--- src/rtl/alu_pkg.sv ---
// Shared ALU constants: opcode encodings, flag bit positions, default datapath width.
package alu_pkg;
  localparam int ALU_W = 16;

  localparam logic [3:0] ALU_OP_ADD = 4'b1001;
  localparam logic [3:0] ALU_OP_SUB = 4'b0110;

  // Position of each flag inside the {C,Z,N,V} flag word.
  localparam int FLAG_C = 3;
  localparam int FLAG_Z = 2;
  localparam int FLAG_N = 1;
  localparam int FLAG_V = 0;
endpackage

--- src/rtl/alu_flag_gen.sv ---
// Combinational C/Z/N/V derivation for one ALU result given the previous flag word.
module alu_flag_gen
  import alu_pkg::*;
#(
  parameter int WIDTH = ALU_W
) (
  input  logic [WIDTH-1:0] z,
  input  logic             c_out,
  input  logic             x_msb,
  input  logic             y_msb,
  input  logic [3:0]       alu_op,
  input  logic             mode,
  input  logic             chain,
  input  logic [3:0]       flags_prev,
  output logic [3:0]       flags_nxt
);
  logic z_zero;
  logic z_msb;

  assign z_zero = (z == '0);
  assign z_msb  = z[WIDTH-1];

  always_comb begin
    flags_nxt         = flags_prev;
    flags_nxt[FLAG_N] = z_msb;
    // Chained words only report zero if every word so far was zero.
    flags_nxt[FLAG_Z] = chain ? (flags_prev[FLAG_Z] & z_zero) : z_zero;
    if (!mode) begin
      flags_nxt[FLAG_C] = c_out;
      flags_nxt[FLAG_V] = 1'b0;
      if (alu_op == ALU_OP_ADD)
        flags_nxt[FLAG_V] = (x_msb == y_msb) & (z_msb != x_msb);
      else if (alu_op == ALU_OP_SUB)
        flags_nxt[FLAG_V] = (x_msb != y_msb) & (z_msb != x_msb);
    end
  end
endmodule

--- src/rtl/alu_result_stage.sv ---
// ALU result capture: 2-entry skid buffer toward writeback plus the architectural flag register.
module alu_result_stage
  import alu_pkg::*;
#(
  parameter int WIDTH  = ALU_W,
  parameter int DEST_W = 3
) (
  input  logic              clk,
  input  logic              reset_n,
  input  logic              in_valid,
  output logic              in_ready,
  input  logic [WIDTH-1:0]  z,
  input  logic              c_out,
  input  logic              x_msb,
  input  logic              y_msb,
  input  logic [3:0]        alu_op,
  input  logic              mode,
  input  logic [DEST_W-1:0] dest,
  input  logic              flag_we,
  input  logic              chain,
  output logic              out_valid,
  input  logic              out_ready,
  output logic [WIDTH-1:0]  out_data,
  output logic [DEST_W-1:0] out_dest,
  output logic [3:0]        flags,
  output logic              c_flag
);
  logic [1:0] rst_sync_q;
  logic       rst_n;

  // Assert immediately with reset_n, release two clocks later in this domain.
  always_ff @(posedge clk or negedge reset_n) begin
    if (!reset_n) rst_sync_q <= 2'b00;
    else          rst_sync_q <= {rst_sync_q[0], 1'b1};
  end
  assign rst_n = rst_sync_q[1];

  logic [1:0][WIDTH-1:0]  data_q,  data_d;
  logic [1:0][DEST_W-1:0] dst_q,   dst_d;
  logic [1:0]             count_q, count_d;
  logic                   head_q,  head_d;
  logic                   tail_q,  tail_d;
  logic [3:0]             flags_q, flags_d;
  logic [3:0]             flags_nxt;
  logic                   push, pop;

  alu_flag_gen #(.WIDTH(WIDTH)) u_flag_gen (
    .z          (z),
    .c_out      (c_out),
    .x_msb      (x_msb),
    .y_msb      (y_msb),
    .alu_op     (alu_op),
    .mode       (mode),
    .chain      (chain),
    .flags_prev (flags_q),
    .flags_nxt  (flags_nxt)
  );

  assign in_ready  = (count_q != 2'd2);
  assign out_valid = (count_q != 2'd0);
  assign push      = in_valid & in_ready;
  assign pop       = out_valid & out_ready;

  always_comb begin
    data_d  = data_q;
    dst_d   = dst_q;
    head_d  = head_q;
    tail_d  = tail_q;
    count_d = count_q;
    flags_d = flags_q;
    if (push) begin
      data_d[tail_q] = z;
      dst_d[tail_q]  = dest;
      tail_d         = ~tail_q;
      if (flag_we) flags_d = flags_nxt;
    end
    if (pop) head_d = ~head_q;
    case ({push, pop})
      2'b10:   count_d = count_q + 2'd1;
      2'b01:   count_d = count_q - 2'd1;
      default: count_d = count_q;
    endcase
  end

  always_ff @(posedge clk or negedge rst_n) begin
    if (!rst_n) begin
      data_q  <= '0;
      dst_q   <= '0;
      head_q  <= 1'b0;
      tail_q  <= 1'b0;
      count_q <= 2'd0;
      flags_q <= 4'b0000;
    end else begin
      data_q  <= data_d;
      dst_q   <= dst_d;
      head_q  <= head_d;
      tail_q  <= tail_d;
      count_q <= count_d;
      flags_q <= flags_d;
    end
  end

  assign out_data = data_q[head_q];
  assign out_dest = dst_q[head_q];
  assign flags    = flags_q;
  assign c_flag   = flags_q[FLAG_C];
endmodule

--- config.mk ---
export PLATFORM = sky130hd
export DESIGN_NAME = alu_result_stage
export DESIGN_NICKNAME = d
export VERILOG_FILES = /design/src/rtl/alu_pkg.sv /design/src/rtl/alu_flag_gen.sv /design/src/rtl/alu_result_stage.sv
export SDC_FILE = /design/constraint.sdc
export NUM_CORES = 1
export LEC_CHECK = 0
export ABC_AREA = 1
export CAP_MARGIN = 20
export CORE_AREA = 5 5 94 96
export CTS_CLUSTER_DIAMETER = 40
export DETAILED_ROUTE_END_ITERATION = 8
export DIE_AREA = 0 0 99 101
export SYNTH_ARGS = -nofsm -noshare
export SYNTH_HDL_FRONTEND = slang
export SYNTH_SLANG_ARGS = --single-unit
--- constraint.sdc ---
create_clock -name clk -period 2.75 [get_ports clk]
set_input_delay 0.275 -clock clk [delete_from_list [all_inputs] [get_ports clk]]
set_output_delay 0.275 -clock clk [all_outputs]
set_load 0.005 [all_outputs]
==> summary.txt, run 1 <==
PortBufs: 58
Non-filler cells, final: 452
Grt ovf: 0
Routed WL: 5480 um
Crit-path max FO: 23
ANT nets after route: 0
Via count: 1944
Setup bufs post-CTS: 0
Hold WC Path Type: reg2async
Fraction of registers with async set/reset: 100%
Final Util: 39.1%
Comb power frac: 45.4%
Dpl ws: 724 ps
Starting density of the core: 29.1%
Switch Pwr: 1.13 mW
Worst Max-Slew Pin Slew: 535 ps
Htree depth: 2
RSZ-0062 raised after global routing: no
Slew headroom: 64.3%
Critical path launch point type: flip-flop
First-pass GRT wire length: 9580 um
Sw frac: 35.0%
Nets: 380
Setup total negative slack: 0 ps
CP Class: reg2out
Final Cycle Share: 80.7%
Total GRT Usage: 12.0%
Post-Syn Instances: 291
Drt first pass iters: 4
Core area: 7970 um2
Mapped Avg Cell Area: 7.97 um2
Initial DRC count: 102
Synth top area cells: dfrtp_1, nand2_1, o21ai_0, inv_1, o21ai_2
Clk root buf: clkbuf_8
Proportion of power drawn by the clock network: 17.4%
Antenna Cells: 0
Post-synth EDFFs: 0
Top_reg_cell synth: dfrtp_1
Final Skew: 6.46 ps
Die area: 10000 um2
Crit path required time: 2480 ps
Worst skew pair latency: 300 ps
Filler Cell Count: 808
Reg power frac: 37.2%
Per-cell routed wire length: 12.1 um
Fmax achieved: 451 MHz
Most frequent cell after synthesis: nand2_1
Cells after DPL: 443
Slew Viols, Final: 0
Worst ir drop on vdd: 0.328 mV
YS warnings: 0
Layout area overhead: 34.4%
Vias in the first global route: 2009
Status: complete, no violations
Clock Sinks: 48
Critical path arrival: 1940 ps
Initial antenna violation count: 0
Gpl congestion: 0.744
Hold Buf Count CTS: 0
CTS tree: done
Final min period: 2220 ps
Final setup fails: 0
Worst setup EP type: output pin
Leading area contributor after synthesis: dfrtp_1
Yosys reg bits: 48
TritonCTS Buffers: 5
Syn Nets: 325
Die W: 99 um
Synthesized area: 2320 um2
Sequential fraction of the synthesis area: 51.8%
Clock buffer depth: 2
Clock transition at path regs: 90 ps
PD cells: 1030 nW/um2
HPWL after DPL: 4000 um
Largest net degree at the start of global routing: 47
Hold Vio Cnt, Final: 0
Pwr Total: 3.22 mW
Synth top cells by count: nand2_1, dfrtp_1, o21ai_0
Vias per cell: 4.30
Post-CTS sizing: 0
Row count: 33
Max-cap violations: 0
Post-route DRC: 0
Leakage power: 1.46 nW
Pint: 2.10 mW
Layout cell share with drive strength beyond 1: 8.07%
Die Y: 101 um
Synth cell types: 25
# IOs: 59
Yosys top cell area share: 51.8%
Setup WS post-layout: 531 ps
[cells by family (layout without fill, tap and decap cells)]
group                    after synthesis  after routing  synth area share (%)
AND/OR/NAND/NOR                      127            127                  21.9
AO/OA/AOI/OAI                         61             61                  15.0
buffers and inverters                 50            106                  9.49
flip-flops                            48             48                  51.8
XOR/XNOR                               3              3                  1.13
adder cells (fa/ha/maj)                1              1                 0.539
other                                  1              1                 0.162
[placed cells by master, fill, tap and decap left out]
master	instances
a21oi_1	2
o21a_1	2
inv_2	1
nand3_1	2
dfrtp_1	47
conb_1	1
inv_1	35
o21ai_1	1
o21ai_0	46
buf_4	3
nor3_1	1
ha_1	1
nand2_4	2
o21ai_2	10
xnor2_1	2
nor2_1	15
nand4_1	1
xor2_1	1
nor2_2	1
nor2_4	1
dfrtp_2	1
buf_12	1
bufinv_16	1
nand2_1	104
clkdlybuf4s50_1	58
clkbuf_8	7
[through the flow]
step	hold slack [ps]	instance area, um2
floorplan	-20.6	2320
global placement	337	2970
detailed placement	343	2970
CTS	115	3100
global route	106	3120
finish	96.2	3120
[cell type report]
type / instances / area, um2 / area share [%]
multi-input combinational: 193 / 898 / 28.8
timing repair buffer: 62 / 623 / 20.0
clock inverter: 1 / 30.0 / 0.963
sequential: 48 / 1200 / 38.6
tap: 105 / 131 / 4.22
inverter: 36 / 135 / 4.34
clock buffer: 7 / 96.3 / 3.09
[power groups by stage]
stage               Clock [mW]  Combinational, mW  Sequential, mW
detailed placement           0               1.47            1.23
finish                   0.560               1.46            1.20
floorplan                    0              0.845            1.16
CTS                      0.579               1.48            1.22
global route             0.611               1.66            1.25
global placement             0               1.45            1.22
[metal layers]
layer / vias up / track usage (%) / part of all wire, %
li1: 1009 / - / -
met2: 44 / 20.8 / 49
met1: 886 / 14.8 / 46
met4: 0 / 2.84 / 0.55
met3: 5 / 3.32 / 4.5
met5: - / 0 / 0
[flip-flops by register name, indices dropped and copies added, names as in the netlist]
register / cells
head_q: 1
dst_q: 6
count_q: 2
rst_sync_q: 2
flags: 4
tail_q: 1
data_q: 32
[final timing paths]
path                                         start                      end  slack, ps  depth (start not counted)
min reg2reg                rst_sync_q[1]$_DFF_PN0_   data_q[11]$_DFFE_PN0P_        100                          0
min                        rst_sync_q[1]$_DFF_PN0_   data_q[11]$_DFFE_PN0P_        100                          0
max in group asynchronous  rst_sync_q[1]$_DFF_PN0_    data_q[4]$_DFFE_PN0P_       2200                          1
max                             head_q$_DFFE_PN0P_             out_data[10]        530                          4
max reg2reg                 count_q[0]$_DFFE_PN0P_   data_q[13]$_DFFE_PN0P_       1000                          6
min in group clk           rst_sync_q[0]$_DFF_PN0_  rst_sync_q[1]$_DFF_PN0_        360                          0
[critical path: stages (launching register included)]
cell and delay [ps]:
dfrtp_1 610, buf_4 330, nand2_1 70, o21ai_0 90
clkdlybuf4s50_1 530
Power figures use the tool's default switching activity.
==> run 2, diff against run 1 <==
- clock period: 2.75 -> 2 ns (I/O delays scaled with it)
==> summary.txt, run 2 (same netlist as run 1, synthesis figures left out) <==
Drt first pass iters: 4 (unchanged)
Slew headroom: 63.1% (-1.2 points)
Final Util: 38.9% (-0.19 points)
Critical path launch point type: flip-flop
Final Cell Area: 3100 um2 (-0.48%)
Layout cell share with drive strength beyond 1: 8.55% (+0.48 points)
Critical path arrival: 1680 ps (-260 ps)
Most common cell after layout, fill and taps aside: nand2_1
Post-route DRC: 0 (unchanged)
Initial antenna violation count: 0 (unchanged)
Sw frac: 36.0% (+1.1 points)
Layout area overhead: 33.7%
Biggest cell delay along the critical path: 540 ps (-70 ps)
Hold Buf Count CTS: 0 (unchanged)
Worst ir drop on vdd: 0.458 mV (+40%)
Via count: 1932 (-0.62%)
Die Y: 101 um (unchanged)
Fmax achieved: 531 MHz
Worst setup EP type: output pin
PortBufs: 58 (unchanged)
Hold WC Path Type: in2async
Crit-path max FO: 25 (+8.7%)
Worst skew pair latency: 300 ps (about the same)
Proportion of power drawn by the clock network: 13.0% (-4.4 points)
Worst Max-Slew Pin Slew: 553 ps (+18.2 ps)
Die area: 10000 um2 (unchanged)
Routed WL: 5440 um (-0.71%)
Top routing layer in use: met4
First-pass GRT wire length: 9400 um (-2.0%)
Antenna Cells: 0 (unchanged)
Clock buffer depth: 2 (unchanged)
CP Class: reg2out
# IOs: 59 (unchanged)
Final min period: 1880 ps
CTS tree: done
HPWL after DPL: 4000 um (+0.12%)
Largest net degree at the start of global routing: 26 (-45%)
Initial DRC count: 49 (-52%)
Clock Sinks: 48 (unchanged)
CP max stage cell: clkdlybuf4s50_1
Placed inst area: 3020 um2 (+1.7%)
Area of the multi-input gates: 898 um2 (unchanged)
Reg power frac: 37.8% (+0.6 points)
RSZ-0062 raised after global routing: no
Cell family with most CP delay: buffers and inverters
Nets: 384 (+1.1%)
Vias per cell: 4.24 (-1.5%)
Min Hold Slack: 57.3 ps (-38.9 ps)
Setup total negative slack: 0 ps (unchanged)
TritonCTS Buffers: 5 (unchanged)
Total GRT Usage: 11.6% (-0.39 points)
Gpl congestion: 0.755 (+1.4%)
Clock transition at path regs: 80 ps (about the same)
Vias in the first global route: 1961 (-2.4%)
Die W: 99 um (unchanged)
Per-cell routed wire length: 11.9 um (-1.6%)
Commonest cells after routing, fill and taps aside: nand2_1, clkdlybuf4s50_1, dfrtp_1, o21ai_0, inv_1
Final Cycle Share: 94.1%
Starting density of the core: 29.1% (unchanged)
Switch Pwr: 1.54 mW (+36%)
Max-cap violations: 0 (unchanged)
Row count: 33 (unchanged)
Slew Viols, Final: 0 (unchanged)
Hold Vio Cnt, Final: 0 (unchanged)
Crit path required time: 1800 ps (-680 ps)
Core area: 7970 um2 (unchanged)
Worst path cell trace: buf_4 -> o21ai_0 -> clkdlybuf4s50_1
Setup bufs post-CTS: 0 (unchanged)
Leakage power: 1.46 nW (-0.16%)
Biggest register: data_q
Final setup fails: 0 (unchanged)
Dpl ws: 319 ps (-405 ps)
Max FFs per register: 32 (unchanged)
Pint: 2.73 mW (+30%)
Filler Cell Count: 830 (+2.7%)
Clk root buf: clkbuf_8
Met2 wire length: 2540 um (-4.9%)
Final Skew: 3.29 ps (-3.16 ps)
Setup WS post-layout: 118 ps (-413 ps)
Met3 WL: 307 um (+25%)
Htree depth: 2 (unchanged)
M1 WL: 2550 um (+0.75%)
Register area: 1200 um2 (unchanged)
Worst path bufs/invs: 2 (unchanged)
Comb power frac: 49.2% (+3.8 points)
Post-CTS sizing: 0 (unchanged)
PD cells: 1370 nW/um2 (+33%)
Grt ovf: 0 (unchanged)
ANT nets after route: 0 (unchanged)
Status: complete, no violations
run 2: cell count changes in the layout (fill, tap and decap cells not counted):
| cell | change |
|---|---|
| buf_4 | +4 |
| bufinv_16 | -1 |
| clkbuf_1 | +2 |
| clkbuf_8 | -2 |
| clkinv_2 | +1 |
run 2: worst paths after layout:
path / startpoint / endpoint / slack, ps / cells past startpoint
min in group clk: rst_sync_q[0]$_DFF_PN0_ / rst_sync_q[1]$_DFF_PN0_ / 360 / 0
worst max register to register: count_q[0]$_DFFE_PN0P_ / count_q[1]$_DFFE_PN0P_ / 440 / 8
max in group asynchronous: rst_sync_q[1]$_DFF_PN0_ / data_q[5]$_DFFE_PN0P_ / 1230 / 1
worst max-delay path: head_q$_DFFE_PN0P_ / out_data[9] / 120 / 3
worst min-delay path: reset_n / rst_sync_q[0]$_DFF_PN0_ / 60 / 1
worst min register to register: rst_sync_q[1]$_DFF_PN0_ / data_q[11]$_DFFE_PN0P_ / 260 / 0
run 2: cell type report:
class                           instances  share of cell area (%)
Inverter                               36                    4.36
Sequential cell                        48                    38.8
Multi-Input combinational cell        193                    29.0
Clock inverter                          1                   0.161
Timing Repair Buffer                   66                    21.1
Clock buffer                            7                    2.46
Tap cell                              105                    4.24
run 2: power groups by stage:
stage	registers (mW)	logic (mW)	clock network [mW]
floorplan	1.59	1.16	0
global placement	1.62	2.11	0
detailed placement	1.64	2.14	0
CTS	1.62	2.15	0.575
global route	1.67	2.37	0.617
finish	1.61	2.10	0.552
run 2: stage by stage:
step	power, mW	instances
after global placement	3.73	448
after global routing	4.66	456
after floorplan	2.76	291
after detailed placement	3.77	448
final	4.26	456
after CTS	4.34	456
run 2: worst register-to-register path, cell delays in order (launching register included):
cell     delay, ps
dfrtp_1        430
inv_2           90
nand2_1         80
nand2_1        110
inv_1           50
ha_1           320
a21oi_1        110
o21ai_0        100
xor2_1         150
run 2: metal layers:
| metal | global-route usage (%) | vias to the layer above |
|---|---|---|
| li1 | - | 1012 |
| met1 | 15.2 | 876 |
| met5 | 0 | - |
| met4 | 2.84 | 0 |
| met3 | 3.25 | 7 |
| met2 | 19.0 | 37 |
